File: src/rtl/pipeline_ctrl_if.sv
// ---------------------------------------------------------------------------
// pipeline_ctrl_if
//   Carries the pipeline hazard, exception and divider signals exchanged
//   between the pipeline datapath and the stall/flush sequencer.
//
//   Pipeline -> controller:
//     inst_busy      IF fetch outstanding on the instruction bus
//     data_busy      MEM access outstanding on the data bus
//     id_load_use    ID instruction depends on a load currently in EX
//     ex_is_div      DIV/DIVU instruction valid in EX
//     exc_in         exception committed in MEM this cycle
//     exc_handler_pc redirect target for exc_in
//   Controller -> pipeline:
//     stall[3:0]     {data, exe, id, inst}
//     flush          clear all pipeline registers at this edge
//     pc_redirect    IF loads redirect_pc this cycle
//     redirect_pc    new fetch address
//     inst_discard   drop the instruction returned by the outstanding fetch
//     div_start      one-cycle start pulse to the divider
//     div_done       divider result valid in EX
//
//   Modports: master = pipeline side, slave = controller side.
// ---------------------------------------------------------------------------
interface pipeline_ctrl_if;
  logic        inst_busy;
  logic        data_busy;
  logic        id_load_use;
  logic        ex_is_div;
  logic        exc_in;
  logic [31:0] exc_handler_pc;

  logic [3:0]  stall;
  logic        flush;
  logic        pc_redirect;
  logic [31:0] redirect_pc;
  logic        inst_discard;
  logic        div_start;
  logic        div_done;

  modport master (
    output inst_busy, data_busy, id_load_use, ex_is_div, exc_in, exc_handler_pc,
    input  stall, flush, pc_redirect, redirect_pc, inst_discard, div_start, div_done
  );

  modport slave (
    input  inst_busy, data_busy, id_load_use, ex_is_div, exc_in, exc_handler_pc,
    output stall, flush, pc_redirect, redirect_pc, inst_discard, div_start, div_done
  );
endinterface

File: src/rtl/pipeline_ctrl.sv
// ---------------------------------------------------------------------------
// pipeline_ctrl
//   Central stall/flush sequencer for the five-stage pipeline.
//   - Builds the stall vector {data, exe, id, inst} and the exception flush.
//   - Sequences the fixed-latency multi-cycle divider in EX.
//   - Holds the PC redirect after an exception until an outstanding
//     instruction fetch has drained.
//
//   Ports:
//     clk   core clock
//     rst   asynchronous, active-low reset
//     pif   pipeline_ctrl_if.slave (hazard inputs, stall/flush/divider outputs)
//
//   Parameters:
//     DIV_CYCLES  EX cycles a DIV/DIVU occupies, including the start cycle (>=2)
//     CNT_W       divide counter width, must hold DIV_CYCLES-1
// ---------------------------------------------------------------------------
module pipeline_ctrl #(
  parameter int DIV_CYCLES = 33,
  parameter int CNT_W      = 6
) (
  input  logic            clk,
  input  logic            rst,
  pipeline_ctrl_if.slave  pif
);

  typedef enum logic [1:0] {
    D_IDLE = 2'd0,
    D_RUN  = 2'd1,
    D_DONE = 2'd2
  } div_state_t;

  typedef enum logic {
    F_IDLE    = 1'b0,
    F_WAIT_IF = 1'b1
  } flush_state_t;

  localparam logic [CNT_W-1:0] CNT_LAST = CNT_W'(DIV_CYCLES - 1);
  localparam logic [CNT_W-1:0] CNT_ONE  = CNT_W'(1);

  div_state_t       div_state_q, div_state_d;
  flush_state_t     flush_state_q, flush_state_d;
  logic [CNT_W-1:0] cnt_q, cnt_d;
  logic [31:0]      pc_q, pc_d;

  // Ungated outputs; forced to zero below while reset is asserted.
  logic [3:0]  stall_raw;
  logic        flush_raw;
  logic        pc_redirect_raw;
  logic [31:0] redirect_pc_raw;
  logic        inst_discard_raw;
  logic        div_start_raw;
  logic        div_done_raw;

  // -------------------------------------------------------------------------
  // State registers
  // -------------------------------------------------------------------------
  always_ff @(posedge clk or negedge rst) begin
    if (!rst) begin
      div_state_q   <= D_IDLE;
      flush_state_q <= F_IDLE;
      cnt_q         <= '0;
      pc_q          <= '0;
    end else begin
      div_state_q   <= div_state_d;
      flush_state_q <= flush_state_d;
      cnt_q         <= cnt_d;
      pc_q          <= pc_d;
    end
  end

  // -------------------------------------------------------------------------
  // Exception flush / redirect sequencing
  // -------------------------------------------------------------------------
  always_comb begin
    flush_state_d    = flush_state_q;
    pc_d             = pc_q;
    flush_raw        = 1'b0;
    pc_redirect_raw  = 1'b0;
    redirect_pc_raw  = '0;
    inst_discard_raw = 1'b0;

    unique case (flush_state_q)
      F_IDLE: begin
        if (pif.exc_in) begin
          flush_raw = 1'b1;
          pc_d      = pif.exc_handler_pc;
          if (!pif.inst_busy) begin
            pc_redirect_raw = 1'b1;
            redirect_pc_raw = pif.exc_handler_pc;
          end else begin
            // The fetch already on the bus would land after the redirect;
            // wait for it and throw its data away.
            flush_state_d = F_WAIT_IF;
          end
        end
      end

      F_WAIT_IF: begin
        inst_discard_raw = 1'b1;
        if (pif.exc_in) begin
          flush_raw = 1'b1;
          pc_d      = pif.exc_handler_pc;
        end
        if (!pif.inst_busy) begin
          pc_redirect_raw = 1'b1;
          // A newer exception in the drain cycle wins over the latched one.
          redirect_pc_raw = pif.exc_in ? pif.exc_handler_pc : pc_q;
          flush_state_d   = F_IDLE;
        end
      end

      default: flush_state_d = F_IDLE;
    endcase
  end

  // -------------------------------------------------------------------------
  // Divider sequencing and stall vector
  // -------------------------------------------------------------------------
  always_comb begin
    div_state_d   = div_state_q;
    cnt_d         = cnt_q;
    div_start_raw = 1'b0;
    div_done_raw  = 1'b0;
    stall_raw     = 4'b0000;

    unique case (div_state_q)
      D_IDLE: begin
        // After a flush the pipeline is empty while the fetch drains, so an
        // ex_is_div seen during F_WAIT_IF cannot be a live instruction.
        if (pif.ex_is_div && !flush_raw && (flush_state_q == F_IDLE)) begin
          div_start_raw = 1'b1;
          div_state_d   = D_RUN;
          cnt_d         = CNT_ONE;
        end
      end

      D_RUN: begin
        if (cnt_q == CNT_LAST) begin
          div_state_d = D_DONE;
          cnt_d       = '0;
        end else begin
          cnt_d = cnt_q + CNT_ONE;
        end
      end

      D_DONE: begin
        div_done_raw = 1'b1;
        // The result must stay valid until EX actually advances.
        if (!stall_raw[3]) begin
          div_state_d = D_IDLE;
        end
      end

      default: begin
        div_state_d = D_IDLE;
        cnt_d       = '0;
      end
    endcase

    if (flush_state_q == F_WAIT_IF) begin
      stall_raw = 4'b0001;
    end else begin
      stall_raw[3] = pif.data_busy;
      stall_raw[2] = ((div_state_q == D_RUN) || div_start_raw) && !flush_raw;
      stall_raw[1] = pif.id_load_use;
      stall_raw[0] = pif.inst_busy;
    end

    // D_DONE's exit test reads stall[3]; re-evaluate it now stall is final.
    if (div_state_q == D_DONE) begin
      div_state_d = stall_raw[3] ? D_DONE : D_IDLE;
    end

    // A flush kills whatever DIV occupies EX.
    if (flush_raw) begin
      div_state_d   = D_IDLE;
      cnt_d         = '0;
      div_done_raw  = 1'b0;
      div_start_raw = 1'b0;
    end
  end

  // -------------------------------------------------------------------------
  // Outputs, silenced for the whole time reset is held
  // -------------------------------------------------------------------------
  always_comb begin
    pif.stall        = rst ? stall_raw        : 4'b0000;
    pif.flush        = rst ? flush_raw        : 1'b0;
    pif.pc_redirect  = rst ? pc_redirect_raw  : 1'b0;
    pif.redirect_pc  = rst ? redirect_pc_raw  : 32'h0;
    pif.inst_discard = rst ? inst_discard_raw : 1'b0;
    pif.div_start    = rst ? div_start_raw    : 1'b0;
    pif.div_done     = rst ? div_done_raw     : 1'b0;
  end

endmodule

File: src/flat_wrapper.sv
// flat-port wrapper written by rule: the top's interface ports become plain ports
module pipeline_ctrl_flat 
#(
  parameter int DIV_CYCLES = 33,
  parameter int CNT_W      = 6
)
  (clk, rst, pif_inst_busy, pif_data_busy, pif_id_load_use, pif_ex_is_div, pif_exc_in, pif_exc_handler_pc, pif_stall, pif_flush, pif_pc_redirect, pif_redirect_pc, pif_inst_discard, pif_div_start, pif_div_done);
  pipeline_ctrl_if pif_i ();
  input  logic clk;
  input  logic rst;
  input wire logic [$bits(pif_i.inst_busy)-1:0] pif_inst_busy;
  input wire logic [$bits(pif_i.data_busy)-1:0] pif_data_busy;
  input wire logic [$bits(pif_i.id_load_use)-1:0] pif_id_load_use;
  input wire logic [$bits(pif_i.ex_is_div)-1:0] pif_ex_is_div;
  input wire logic [$bits(pif_i.exc_in)-1:0] pif_exc_in;
  input wire logic [$bits(pif_i.exc_handler_pc)-1:0] pif_exc_handler_pc;
  output wire logic [$bits(pif_i.stall)-1:0] pif_stall;
  output wire logic [$bits(pif_i.flush)-1:0] pif_flush;
  output wire logic [$bits(pif_i.pc_redirect)-1:0] pif_pc_redirect;
  output wire logic [$bits(pif_i.redirect_pc)-1:0] pif_redirect_pc;
  output wire logic [$bits(pif_i.inst_discard)-1:0] pif_inst_discard;
  output wire logic [$bits(pif_i.div_start)-1:0] pif_div_start;
  output wire logic [$bits(pif_i.div_done)-1:0] pif_div_done;
  assign pif_i.inst_busy = pif_inst_busy;
  assign pif_i.data_busy = pif_data_busy;
  assign pif_i.id_load_use = pif_id_load_use;
  assign pif_i.ex_is_div = pif_ex_is_div;
  assign pif_i.exc_in = pif_exc_in;
  assign pif_i.exc_handler_pc = pif_exc_handler_pc;
  assign pif_stall = pif_i.stall;
  assign pif_flush = pif_i.flush;
  assign pif_pc_redirect = pif_i.pc_redirect;
  assign pif_redirect_pc = pif_i.redirect_pc;
  assign pif_inst_discard = pif_i.inst_discard;
  assign pif_div_start = pif_i.div_start;
  assign pif_div_done = pif_i.div_done;
  pipeline_ctrl #(.DIV_CYCLES(DIV_CYCLES), .CNT_W(CNT_W)) u_core (.clk(clk), .rst(rst), .pif(pif_i));
endmodule
File: config.mk
export PLATFORM = sky130hd
export DESIGN_NAME = pipeline_ctrl_flat
export DESIGN_NICKNAME = d
export VERILOG_FILES = /design/src/rtl/pipeline_ctrl_if.sv /design/src/rtl/pipeline_ctrl.sv /design/src/flat_wrapper.sv
export SDC_FILE = /design/constraint.sdc
export NUM_CORES = 1
export LEC_CHECK = 0
export CORE_MARGIN = 2
export CORE_UTILIZATION = 47
export DETAILED_ROUTE_END_ITERATION = 10
export PLACE_DENSITY = 0.89
export SLEW_MARGIN = 15
export SYNTH_ARGS = -nofsm -noshare
export SYNTH_HDL_FRONTEND = slang
export SYNTH_SLANG_ARGS = --single-unit
File: constraint.sdc
create_clock -name clk -period 3 [get_ports clk]
set_input_delay 0.75 -clock clk [delete_from_list [all_inputs] [get_ports clk]]
set_output_delay 0.75 -clock clk [all_outputs]
set_load 0.02 [all_outputs]
After elaboration in Yosys (flattened, before gate mapping)
Cells that the tools add are included.
{ "totals": {"regBits": 41, "input_bits": 39, "output_inout_bits": 41, "word_cells": 57} }
{ "classes": {"n_addsub": 1, "n_eq_ne": 7, "muxes": 36, "bitwise_logic": 1, "n_reduce_logical": 8} }
{ "ops": {"columns": ["operator", "n"], "rows": [
  ["$mux 32", 5],
  ["$pmux 32 s2", 1],
  ["$mux 6", 3],
  ["$pmux 6 s3", 1],
  ["$mux 1", 16],
  ["$mux 2", 5],
  ["$mux 4", 2],
  ["$add 6x1->6 const B", 1],
  ["$eq 6x6->1 const B", 1],
  ["$ne 4x1->1 const B", 1],
  ["$ne 4x2->1 const B", 1],
  ["$pmux 1 s2", 2],
  ["$pmux 2 s2", 1],
  ["$reduce_and 2->1", 2],
  ["$logic_and 1x1->1", 3],
  ["$ne 3x1->1 const B", 1],
  ["$eq 2x1->1 const B", 1],
  ["$eq 2x2->1 const B", 1],
  ["$logic_not 2->1", 1],
  ["$ne 2x1->1 const B", 1],
  ["$logic_not 1->1", 1],
  ["$logic_or 1x1->1", 1],
  ["$not 1->1", 1]
]} }

Depth between registers and ports, before layout
Gate-level depths: netlist of the first run.
{ "depth": {"word_depth": 12, "ltp_mapped": 6} }

Worst setup path after synthesis of the first run
No wires, ideal clock.
{ "synth_timing": {"path_kind": "input port to output port", "start": "input pif_exc_in", "end": "output pif_div_start", "arrival_ps": 1791, "required_ps": 2250, "slack_ps": 459, "stages": 3, "n_path_buf": 2, "path_cell_list": "buf_6 -> clkbuf_1 -> nor4_1"} }
{ "synth_via": {"elab_chain_cells": 8} }
{ "synth_rtl": {"columns": ["element", "line_no", "rtl"], "rows": [
  ["start: declaration", "flat_wrapper.sv:15", "input wire logic [$bits(pif_i.exc_in)-1:0] pif_exc_in;"],
  ["$mux 1 *", "pipeline_ctrl.sv:85, pipeline_ctrl.sv:101", null],
  ["$logic_not 1->1", "pipeline_ctrl.sv:131", "if (pif.ex_is_div && !flush_raw && (flush_state_q == F_IDLE)) begin"],
  ["$logic_and 1x1->1 (2 in series)", "pipeline_ctrl.sv:131", null],
  ["$mux 1", "pipeline_ctrl.sv:131", null],
  ["$mux 1", "pipeline_ctrl.sv:127", "unique case (div_state_q)"],
  ["$mux 1 *", "pipeline_ctrl.sv:176", "if (flush_raw) begin"],
  ["$mux 1 *", "pipeline_ctrl.sv:193", "pif.div_start = rst ? div_start_raw : 1'b0;"],
  ["end: declaration", "flat_wrapper.sv:22", "output wire logic [$bits(pif_i.div_start)-1:0] pif_div_start;"]
]} }
Every way passes the cells marked *; elsewhere a longest branch is shown, timed or not.

Worst setup path after layout of the first run
{ "layout_timing": {"start": "input pif_ex_is_div", "end": "output pif_stall[2]"} }
{ "layout_via": {"elab_chain_cells": 8} }
{ "layout_rtl": {"columns": ["element", "line_no", "rtl"], "rows": [
  ["start: declaration", "flat_wrapper.sv:14", "input wire logic [$bits(pif_i.ex_is_div)-1:0] pif_ex_is_div;"],
  ["$logic_and 1x1->1 (2 in series)", "pipeline_ctrl.sv:131", null],
  ["$mux 1", "pipeline_ctrl.sv:131", null],
  ["$mux 1", "pipeline_ctrl.sv:127", null],
  ["$logic_or 1x1->1", "pipeline_ctrl.sv:165", "stall_raw[2] = ((div_state_q == D_RUN) || div_start_raw) && !flush_raw;"],
  ["$logic_and 1x1->1", "pipeline_ctrl.sv:165", null],
  ["$mux 4", "pipeline_ctrl.sv:161", "if (flush_state_q == F_WAIT_IF) begin"],
  ["$mux 4", "pipeline_ctrl.sv:188", "pif.stall = rst ? stall_raw : 4'b0000;"],
  ["end: declaration", "flat_wrapper.sv:17", "output wire logic [$bits(pif_i.stall)-1:0] pif_stall;"]
]} }
No other way between the ends.

==> impl_metrics.toml, run 1 <==
[run_status]
outcome = "finished, final reports clean"

[timing]
period_needed_ps = 2920
timing.final.crit_share = 0.974
timing.final.hold_violations = 0
fin_hold_ws_ps = 295
worst-slew-pin-transition_ps = 538
fmax_ghz = 0.342
rsz0062_at_grt = "false"
fin_skew_ps = 5.07
relSlewSlack = 0.641
setup_slack_ps = 78.2
finalSetupViolations = 0
slew_violations = 0
setup_tns_ps = 0

[yosys]
syn_area_um2 = 2120
yosysSeqAreaShare = 0.484
syn_area_per_cell_um2 = 7.71
ys_ff_latch = 41
synth.distinct_cells = 29
yosys.area.top_type_share = 0.484
synth.area.top_cells = "dfrtp_1 (48%), nand2_1 (12%), o21ai_0 (8.7%)"
yosysTopAreaCell = "dfrtp_1"
syn_inst = 275
syn_nets = 316
synth_warnings = 0

[worst_setup_path]
r2r_cells = 6
start_kind = "input port"
cp_num_buf_inv = 2
timing.rr.end = "u_core.cnt_q[5]$_DFFE_PN0P_"
ff2ff_setup_slack_ps = 1370
arrival_ps = 2170
rr_startpoint = "u_core.cnt_q[0]$_DFFE_PN0P_"
endpoint_kind = "output port"
slowest_delay_ps = 650
critPathSlowestCell = "clkdlybuf4s50_1"
crit_family = "buffers and inverters"
cp_cell_sequence = "clkdlybuf4s50_1 > nor2_1 > nor4_1 > clkdlybuf4s50_1"
crit_path_max_fanout = 3
cp.required_ps = 2250
path_class = "in -> out"
cpMostUsedCell = "clkdlybuf4s50_1"

[power]
p_sw_mw = 0.342
power_frac_comb = 0.181
peakVddDrop_mv = 0.343
p_sw_frac = 0.259
clockPowerShare = 0.346
p_seq_frac = 0.473
power_leakage_nw = 1.50
powerDensity_nw_per_um2 = 434
p_int_mw = 0.976
finalPower_mw = 1.32

[final_layout]
final_area_um2 = 3030
num-nets-final = 394
final_core_utilization = 0.697
syn_to_final_growth_pct = 43.0
final_cell_mix = "nand2_1 (67), clkdlybuf4s50_1 (44), dfrtp_1 (41)"
multi_input_area_um2 = 876
antennaDiodeCount = 0
layout_commonest_cell = "nand2_1"
n_fill_cell = 359
drive_gt1_frac = 0.0565
stdcell_count = 406
ff_latch_area_um2 = 1030

[route]
wl_per_cell_um = 13.1
first_pass_iters = 4
drtIter0Drc = 180
postRouteAntennaNets = 0
avgViaCountPerCell = 5.14
drc_errors = 0
drt-total-wl_um = 5330
vias = 2087

[place]
place_ws_ps = -118
place_area_um2 = 2960
routabilityCongestion = 0.782
placed_cells = 398
numPortBuffers = 79
dp_hpwl_um = 3750

[run]
maxCapViolations = 0

[clock_network]
clockBufferDepth = 2
clk_latency_ps = 290
cts_tree = "yes"
cts_made_buffers = 5
postCtsSetupBuffers = 0
cts.sinks = 41
clkSlewWorstSetupHoldPaths_ps = 70
cts.hold.buffers_added = 0
root_buffer = "clkbuf_8"
htreeDepth = 2

[global_routing]
grt_pass1_wl_um = 9020
grt_usage = 0.224
grt_pass1_vias = 1951
grt_overflow = 0
antenna_found_initial = 0
grt_max_degree = 34

[hold_path]
hp-class = "in -> async"

[floorplan]
rows = 24
die_height_um = 71.2
die-area_um2 = 5070
pin_count = 80
fp.coreArea_um2 = 4350
die_w_um = 71.2
start_util = 0.487
[timing repair]
item                                    CTS  global route
endpoints found under the hold margin     0             0
endpoints found under the setup margin   33             0
gates resized for setup                  33             0
[sequential cells by signal (all words and copies together), names as in the netlist]
name and flops:
u_core.cnt_q 6, u_core.div_state_q 2, u_core.flush_state_q 1, u_core.pc_q 32
[power groups by stage]
stage                     clock (mW)  combinational (mW)  sequential [mW]
after floorplan                    0               0.128            0.624
after detailed placement           0               0.251            0.634
after global routing           0.490               0.266            0.631
after CTS                      0.463               0.240            0.623
after global placement             0               0.244            0.631
final                          0.455               0.238            0.624
[cells by family (layout without fill, tap and decap cells)]
family	Yosys count	after routing	share of synthesized area
DFF	41	41	0.484
adders and majority gates	2	2	0.0118
buffers and inverters	55	134	0.104
AOI/OAI and AO/OA	77	77	0.189
xor gates and xnor gates	1	1	0.00413
and+or+nand+nor	99	99	0.206
[worst max-delay path by stage]
stage | cells after the start | end | slack (ps) | startpoint
2_1_floorplan | 3 | pif_div_start | 460 | pif_exc_in
3_5_place_dp | 5 | pif_redirect_pc[22] | -120 | pif_inst_busy
6_report | 4 | pif_stall[2] | 80 | pif_ex_is_div
3_3_place_gp | 5 | pif_redirect_pc[11] | -110 | pif_inst_busy
4_1_cts | 4 | pif_stall[2] | 90 | pif_ex_is_div
5_1_grt | 4 | pif_div_start | 40 | pif_ex_is_div
[final cells by class]
| type | instances | area share |
|---|---|---|
| Inverter | 38 | 0.0470 |
| Sequential cell | 41 | 0.338 |
| Multi-Input combinational cell | 179 | 0.289 |
| Clock inverter | 1 | 0.00990 |
| Tap cell | 52 | 0.0215 |
| Clock buffer | 7 | 0.0285 |
| Timing Repair Buffer | 88 | 0.266 |
[routing by layer]
metal  vias up  track usage  routed length [um]
met5         -            0                   0
met4         0       0.0818                  78
met3         9       0.0584                 403
met2        79        0.354                2500
met1       955        0.299                2350
li1       1044            -                   -
[worst reg2reg max path, stage by stage, from the launching register on]
cell     delay [ps]
dfrtp_1         430
inv_1           110
ha_1            150
nand2_1          60
or4_1           500
a31oi_1         160
o21ai_0         100
[Yosys cell counts, drive strengths merged]
cell and count:
nor4 4, nand2 67, dfrtp 41, or3 1, ha 2, and3 2, nor3b 2, nor3 1
o21a 2, a31oi 3, or3b 1, nand4b 1, nand2b 3, buf 5, inv 38, and2 2
o21ai 37, xor2 1, or4 1, nor2 8, nor2b 2, a221oi 1, nand3 3, a21oi 33
clkbuf 12, nand4 1, a22o 1
Power figures use the tool's default switching activity.
==> run 2, diff against run 1 <==
- ABC_CLOCK_PERIOD_IN_PS: unset -> 3000
==> results of run 2 <==
Same layout as run 1: the final DEF is identical, and so are final timing and power.
==> run 3, diff against run 2 <==
- SLEW_MARGIN: 15 -> 20
==> results of run 3 <==
Same layout as run 1: the final DEF is identical, and so are final timing and power.
